===== src/rtl/kf8255_bus_master_if.sv =====
// Bus bundle between a requester, the kf8255 bus master and the 8255-style peripheral.
// The master modport is the bus master's view; slave is the surrounding environment.
interface kf8255_bus_master_if;
  logic       req_valid;
  logic       req_ready;
  logic       req_write;
  logic [1:0] req_address;
  logic [7:0] req_wdata;
  logic       rsp_valid;
  logic [7:0] rsp_rdata;
  logic       chip_select_n;
  logic       read_enable_n;
  logic       write_enable_n;
  logic [1:0] address;
  logic [7:0] data_bus_out;
  logic       data_bus_oe;
  logic [7:0] data_bus_in;

  modport master (
    input  req_valid, req_write, req_address, req_wdata, data_bus_in,
    output req_ready, rsp_valid, rsp_rdata, chip_select_n, read_enable_n,
           write_enable_n, address, data_bus_out, data_bus_oe
  );

  modport slave (
    output req_valid, req_write, req_address, req_wdata, data_bus_in,
    input  req_ready, rsp_valid, rsp_rdata, chip_select_n, read_enable_n,
           write_enable_n, address, data_bus_out, data_bus_oe
  );
endinterface


===== src/rtl/kf8255_bus_master.sv =====
// Sequences one 8255 register access at a time: SETUP, STROBE and HOLD phases
// of programmable length, with all bus outputs driven straight from flops.
module kf8255_bus_master #(
  parameter int unsigned SETUP_CYCLES  = 1,
  parameter int unsigned STROBE_CYCLES = 2,
  parameter int unsigned HOLD_CYCLES   = 1
) (
  input  logic                clock,
  input  logic                reset_n,
  kf8255_bus_master_if.master bus
);

  typedef enum logic [1:0] {IDLE, SETUP, STROBE, HOLD} state_t;

  localparam logic [3:0] SETUP_LOAD  = 4'(SETUP_CYCLES - 1);
  localparam logic [3:0] STROBE_LOAD = 4'(STROBE_CYCLES - 1);
  localparam logic [3:0] HOLD_LOAD   = 4'(HOLD_CYCLES - 1);

  state_t     state_q;
  logic [3:0] count_q;
  logic       write_q;
  logic       ready_q;
  logic       rsp_valid_q;
  logic [7:0] rdata_q;
  logic       cs_n_q;
  logic       re_n_q;
  logic       we_n_q;
  logic [1:0] addr_q;
  logic [7:0] dout_q;
  logic       oe_q;

  // The counter holds the remaining cycles in the current phase minus one,
  // so each phase ends on the edge where it reads zero.
  always_ff @(posedge clock or negedge reset_n) begin
    if (!reset_n) begin
      state_q     <= IDLE;
      count_q     <= 4'd0;
      write_q     <= 1'b0;
      ready_q     <= 1'b0;
      rsp_valid_q <= 1'b0;
      rdata_q     <= 8'd0;
      cs_n_q      <= 1'b1;
      re_n_q      <= 1'b1;
      we_n_q      <= 1'b1;
      addr_q      <= 2'd0;
      dout_q      <= 8'd0;
      oe_q        <= 1'b0;
    end else begin
      rsp_valid_q <= 1'b0;
      case (state_q)
        IDLE: begin
          if (ready_q && bus.req_valid) begin
            state_q <= SETUP;
            count_q <= SETUP_LOAD;
            ready_q <= 1'b0;
            write_q <= bus.req_write;
            addr_q  <= bus.req_address;
            dout_q  <= bus.req_wdata;
            oe_q    <= bus.req_write;
            cs_n_q  <= 1'b0;
          end else begin
            ready_q <= 1'b1;
          end
        end
        SETUP: begin
          if (count_q == 4'd0) begin
            state_q <= STROBE;
            count_q <= STROBE_LOAD;
            re_n_q  <= write_q;
            we_n_q  <= ~write_q;
          end else begin
            count_q <= count_q - 4'd1;
          end
        end
        STROBE: begin
          if (count_q == 4'd0) begin
            state_q <= HOLD;
            count_q <= HOLD_LOAD;
            re_n_q  <= 1'b1;
            we_n_q  <= 1'b1;
            if (!write_q) begin
              rdata_q <= bus.data_bus_in;
            end
          end else begin
            count_q <= count_q - 4'd1;
          end
        end
        HOLD: begin
          // Returning to IDLE raises ready together with the completion pulse,
          // which is what lets a held request start back-to-back.
          if (count_q == 4'd0) begin
            state_q     <= IDLE;
            cs_n_q      <= 1'b1;
            oe_q        <= 1'b0;
            rsp_valid_q <= 1'b1;
            ready_q     <= 1'b1;
          end else begin
            count_q <= count_q - 4'd1;
          end
        end
        default: begin
          state_q <= IDLE;
        end
      endcase
    end
  end

  assign bus.req_ready      = ready_q;
  assign bus.rsp_valid      = rsp_valid_q;
  assign bus.rsp_rdata      = rdata_q;
  assign bus.chip_select_n  = cs_n_q;
  assign bus.read_enable_n  = re_n_q;
  assign bus.write_enable_n = we_n_q;
  assign bus.address        = addr_q;
  assign bus.data_bus_out   = dout_q;
  assign bus.data_bus_oe    = oe_q;

endmodule


===== src/flat_wrapper.sv =====
// flat-port wrapper written by rule: the top's interface ports become plain ports
module kf8255_bus_master_flat 
#(
  parameter int unsigned SETUP_CYCLES  = 1,
  parameter int unsigned STROBE_CYCLES = 2,
  parameter int unsigned HOLD_CYCLES   = 1
)
  (clock, reset_n, bus_req_valid, bus_req_write, bus_req_address, bus_req_wdata, bus_data_bus_in, bus_req_ready, bus_rsp_valid, bus_rsp_rdata, bus_chip_select_n, bus_read_enable_n, bus_write_enable_n, bus_address, bus_data_bus_out, bus_data_bus_oe);
  kf8255_bus_master_if bus_i ();
  input  logic clock;
  input  logic reset_n;
  input wire logic [$bits(bus_i.req_valid)-1:0] bus_req_valid;
  input wire logic [$bits(bus_i.req_write)-1:0] bus_req_write;
  input wire logic [$bits(bus_i.req_address)-1:0] bus_req_address;
  input wire logic [$bits(bus_i.req_wdata)-1:0] bus_req_wdata;
  input wire logic [$bits(bus_i.data_bus_in)-1:0] bus_data_bus_in;
  output wire logic [$bits(bus_i.req_ready)-1:0] bus_req_ready;
  output wire logic [$bits(bus_i.rsp_valid)-1:0] bus_rsp_valid;
  output wire logic [$bits(bus_i.rsp_rdata)-1:0] bus_rsp_rdata;
  output wire logic [$bits(bus_i.chip_select_n)-1:0] bus_chip_select_n;
  output wire logic [$bits(bus_i.read_enable_n)-1:0] bus_read_enable_n;
  output wire logic [$bits(bus_i.write_enable_n)-1:0] bus_write_enable_n;
  output wire logic [$bits(bus_i.address)-1:0] bus_address;
  output wire logic [$bits(bus_i.data_bus_out)-1:0] bus_data_bus_out;
  output wire logic [$bits(bus_i.data_bus_oe)-1:0] bus_data_bus_oe;
  assign bus_i.req_valid = bus_req_valid;
  assign bus_i.req_write = bus_req_write;
  assign bus_i.req_address = bus_req_address;
  assign bus_i.req_wdata = bus_req_wdata;
  assign bus_i.data_bus_in = bus_data_bus_in;
  assign bus_req_ready = bus_i.req_ready;
  assign bus_rsp_valid = bus_i.rsp_valid;
  assign bus_rsp_rdata = bus_i.rsp_rdata;
  assign bus_chip_select_n = bus_i.chip_select_n;
  assign bus_read_enable_n = bus_i.read_enable_n;
  assign bus_write_enable_n = bus_i.write_enable_n;
  assign bus_address = bus_i.address;
  assign bus_data_bus_out = bus_i.data_bus_out;
  assign bus_data_bus_oe = bus_i.data_bus_oe;
  kf8255_bus_master #(.SETUP_CYCLES(SETUP_CYCLES), .STROBE_CYCLES(STROBE_CYCLES), .HOLD_CYCLES(HOLD_CYCLES)) u_core (.clock(clock), .reset_n(reset_n), .bus(bus_i));
endmodule

===== config.mk =====
export PLATFORM = sky130hd
export DESIGN_NAME = kf8255_bus_master_flat
export DESIGN_NICKNAME = d
export VERILOG_FILES = /design/src/rtl/kf8255_bus_master_if.sv /design/src/rtl/kf8255_bus_master.sv /design/src/flat_wrapper.sv
export SDC_FILE = /design/constraint.sdc
export NUM_CORES = 1
export LEC_CHECK = 0
export BUFFER_PORTS_ARGS = -buffer_cell sky130_fd_sc_hd__buf_2
export CORE_ASPECT_RATIO = 1.5
export CORE_MARGIN = 8
export CORE_UTILIZATION = 25
export CTS_BUF_LIST = sky130_fd_sc_hd__clkbuf_2
export CTS_CLUSTER_DIAMETER = 50
export DETAILED_ROUTE_END_ITERATION = 16
export GPL_TIMING_DRIVEN = 0
export PLACE_DENSITY_LB_ADDON = 0.2
export SLEW_MARGIN = 20
export SYNTH_ARGS = -nofsm -noshare
export SYNTH_HDL_FRONTEND = slang
export SYNTH_SLANG_ARGS = --single-unit

===== constraint.sdc =====
create_clock -name clock -period 3.36 [get_ports clock]
set_input_delay 0.168 -clock clock [delete_from_list [all_inputs] [get_ports clock]]
set_output_delay 0.168 -clock clock [all_outputs]
set_load 0.03 [all_outputs]

==> flow_summary.yaml <==
floorplan:
  coreArea_um2: 5490
  start_util_pct: 25.9
  die_w_um: 77.6
  io_pins: 46
  row_count: 33
  die-area_um2: 8400
  die_h_um: 108
route:
  first_iter_violations: 21
  drc: 0
  viasPerCell: 4.46
  num_vias: 1093
  drt-total-wl_um: 3350
  ant_nets: 0
  routedWlPerCell_um: 13.7
  drt_first_pass_iters: 3
sta:
  period_share_pct: 53.6
  tns_ns: 0
  hold-worst-slack_ns: 0.0422
  rsz0062_at_grt: "false"
  min_period_ns: 1.80
  fmax_mhz: 556
  setup_violations: 0
  hold_violations: 0
  drv_slew: 0
  fin_skew_ns: 0.0142
  worstMarginPinSlew_ns: 0.708
  relSlewSlack_pct: 52.8
hold_path:
  min_path_type: "primary input to flip-flop"
  hold_depth: 2
  min_to: "u_core.bus.rsp_rdata[5]"
  hp-start: "bus_data_bus_in[5]"
power_and_ir_drop:
  ir_worst_vdd_uv: 641
  power_density_nw_per_um2: 1070
  leakagePower_nw: 0.909
critical_path:
  r2r_cells: 5
  cp-end-kind: "flip-flop"
  crit-reg2reg-capture: "u_core.bus.rsp_rdata[2]"
  start_kind: "flip-flop"
  worstPathRequired_ns: 3.60
  r2r_start: "u_core.count_q[0]"
  critPathArrivalTime_ns: 2.04
  cp_max_fo: 9
  critPathKind: "flip-flop to flip-flop"
  reg2reg_slack_ns: 1.56
cts:
  numCtsBuffers: 5
  cts_tree: "built"
  cts_buffer_depth: 2
  cts.reportedPaths.clkPinSlew_ns: 0.16
  htreeDepth: 2
  clkSinkCount: 31
  post_cts_buffers: 0
  cts-root-buf: "clkbuf_2"
  worstSkewPairLatency_ns: 0.35
yosys:
  syn_area_um2: 1420
  ys.flop_type: "dfrtp_1"
  synth_seq_area_share_pct: 54.8
  synth-edff-count: 0
  synth_fp_nets: 137
  syn_area_per_cell_um2: 12.9
  synthArstFlopShare_pct: 100
  synth.most_common_cell: "dfrtp_1"
  yosys.area.top_type: "dfrtp_1"
  synth_top_area_share_pct: 49.3
  synth_cells: 110
  ys_types: 35
  ys_top_cells_by_area: "dfrtp_1, mux2_2, dfstp_2"
  ys_ff_latch: 31
  synth_common_cells: "dfrtp_1, mux2_2, inv_1, o21ai_0"
  synth_warnings: 0
outcome:
  outcome: "complete, no violations"
placed_design:
  portBuffers: 45
  place_inst: 225
  dp_hpwl_um: 2580
  routabilityCongestion: 0.693
final_layout:
  synthToLayoutAreaGrowth_pct: 34.9
  fin_nets: 201
  drive_above_1_share_pct: 46.9
  antennaDiodeCount: 0
  stdcell_count: 245
global_route:
  track_usage_pct: 8.47
  antenna_found_initial: 0
  grt_pass1_wl_um: 5660
  grt-ovfl-total: 0
  grt_max_degree: 32
  grt_pass1_vias: 1207
job:
  drv_cap: 0
worst max-delay path, cell delays in order, from the launching register on:
cell,delay (ns)
dfrtp_1,0.41
inv_1,0.09
ha_1,0.23
nor3b_4,0.45
nand3_4,0.19
mux2_2,0.32
registers in the layout (all words and copies together), names as in the netlist:
| name | count |
|---|---|
| u_core.bus.rsp_rdata | 8 |
| u_core.bus.data_bus_oe | 1 |
| u_core.bus.chip_select_n | 1 |
| u_core.bus.read_enable_n | 1 |
| u_core.bus.write_enable_n | 1 |
| u_core.state_q | 2 |
| u_core.bus.address | 2 |
| u_core.bus.req_ready | 1 |
| u_core.count_q | 4 |
| u_core.bus.data_bus_out | 8 |
| u_core.write_q | 1 |
| u_core.bus.rsp_valid | 1 |
where the power goes:
group,switching [mW],internal (mW),total [mW]
registers,0.111,0.564,0.675
logic,0.682,0.445,1.13
clock network,0.126,0.123,0.248
metal layers:
metal	wire, µm	vias up	track usage [%]	share of wire, %
li1	-	529	-	-
met1	1400	523	8.83	42
met4	55	0	3.66	1.6
met5	0	-	0	0
met3	193	5	3.32	5.8
met2	1700	36	14.8	51
worst max path at each step:
stage,start,to,slack (ns),cells after the start
final,u_core.count_q[0],u_core.bus.rsp_rdata[2],1.56,5
after global routing,u_core.count_q[0],u_core.bus.rsp_rdata[2],1.42,5
after CTS,u_core.count_q[0],u_core.bus.rsp_rdata[2],1.52,5
after detailed placement,u_core.count_q[0],u_core.bus.rsp_rdata[2],1.58,5
after global placement,u_core.count_q[0],u_core.bus.rsp_rdata[3],1.59,5
after floorplan,u_core.state_q[1],u_core.count_q[0],1.81,5
final cells by class:
type	instances	area (µm²)
fillers	557	3570
flip-flops and latches	31	779
multi-input cells	68	599
repair buffers	57	345
well taps	70	87.6
clock inverters	3	38.8
inverters	9	33.8
clock buffers	5	25.0
plain buffers	2	8.76
cells in the final DEF, fill, tap and decap left out, types with 2 or more instances in the layout:
cell / n
mux2_2: 19
buf_2: 46
dfstp_2: 3
a21oi_1: 3
a22oi_1: 3
o31ai_1: 2
ha_1: 5
inv_1: 9
clkbuf_2: 5
dfrtp_1: 28
dlygate4sd3_1: 12
o21ai_0: 7
nor2_1: 5
nor2b_1: 2
through the flow:
step           total power [mW]  util (%)  setup WS (ns)  area [µm²]
3_3_place_gp               1.79      31.6           1.59        1730
2_1_floorplan              1.51         -           1.81        1420
5_1_grt                    2.21      34.9           1.42        1920
3_5_place_dp               1.82      31.6           1.58        1730
6_report                   2.05      34.9           1.56        1920
4_1_cts                    2.08      34.2           1.52        1880
timing repair:
| item | 4_1_cts | 5_1_grt |
|---|---|---|
| hold buffers | 8 | 4 |
| resized for setup | 0 | 0 |
| hold endpoints to repair | 35 | 4 |
| setup endpoints to repair | 0 | 0 |
cells by family (layout without fill, tap and decap cells):
kind of cell / Yosys count / in the layout / synth area share (%)
adder cells (fa/ha/maj): 5 / 5 / 4.40
multiplexers: 20 / 20 / 15.8
AO/OA/AOI/OAI: 25 / 25 / 12.2
flip-flops: 31 / 31 / 54.8
AND/OR/NAND/NOR: 18 / 18 / 9.77
buffers and inverters: 11 / 76 / 2.99
(Power assumes the default switching activity.)
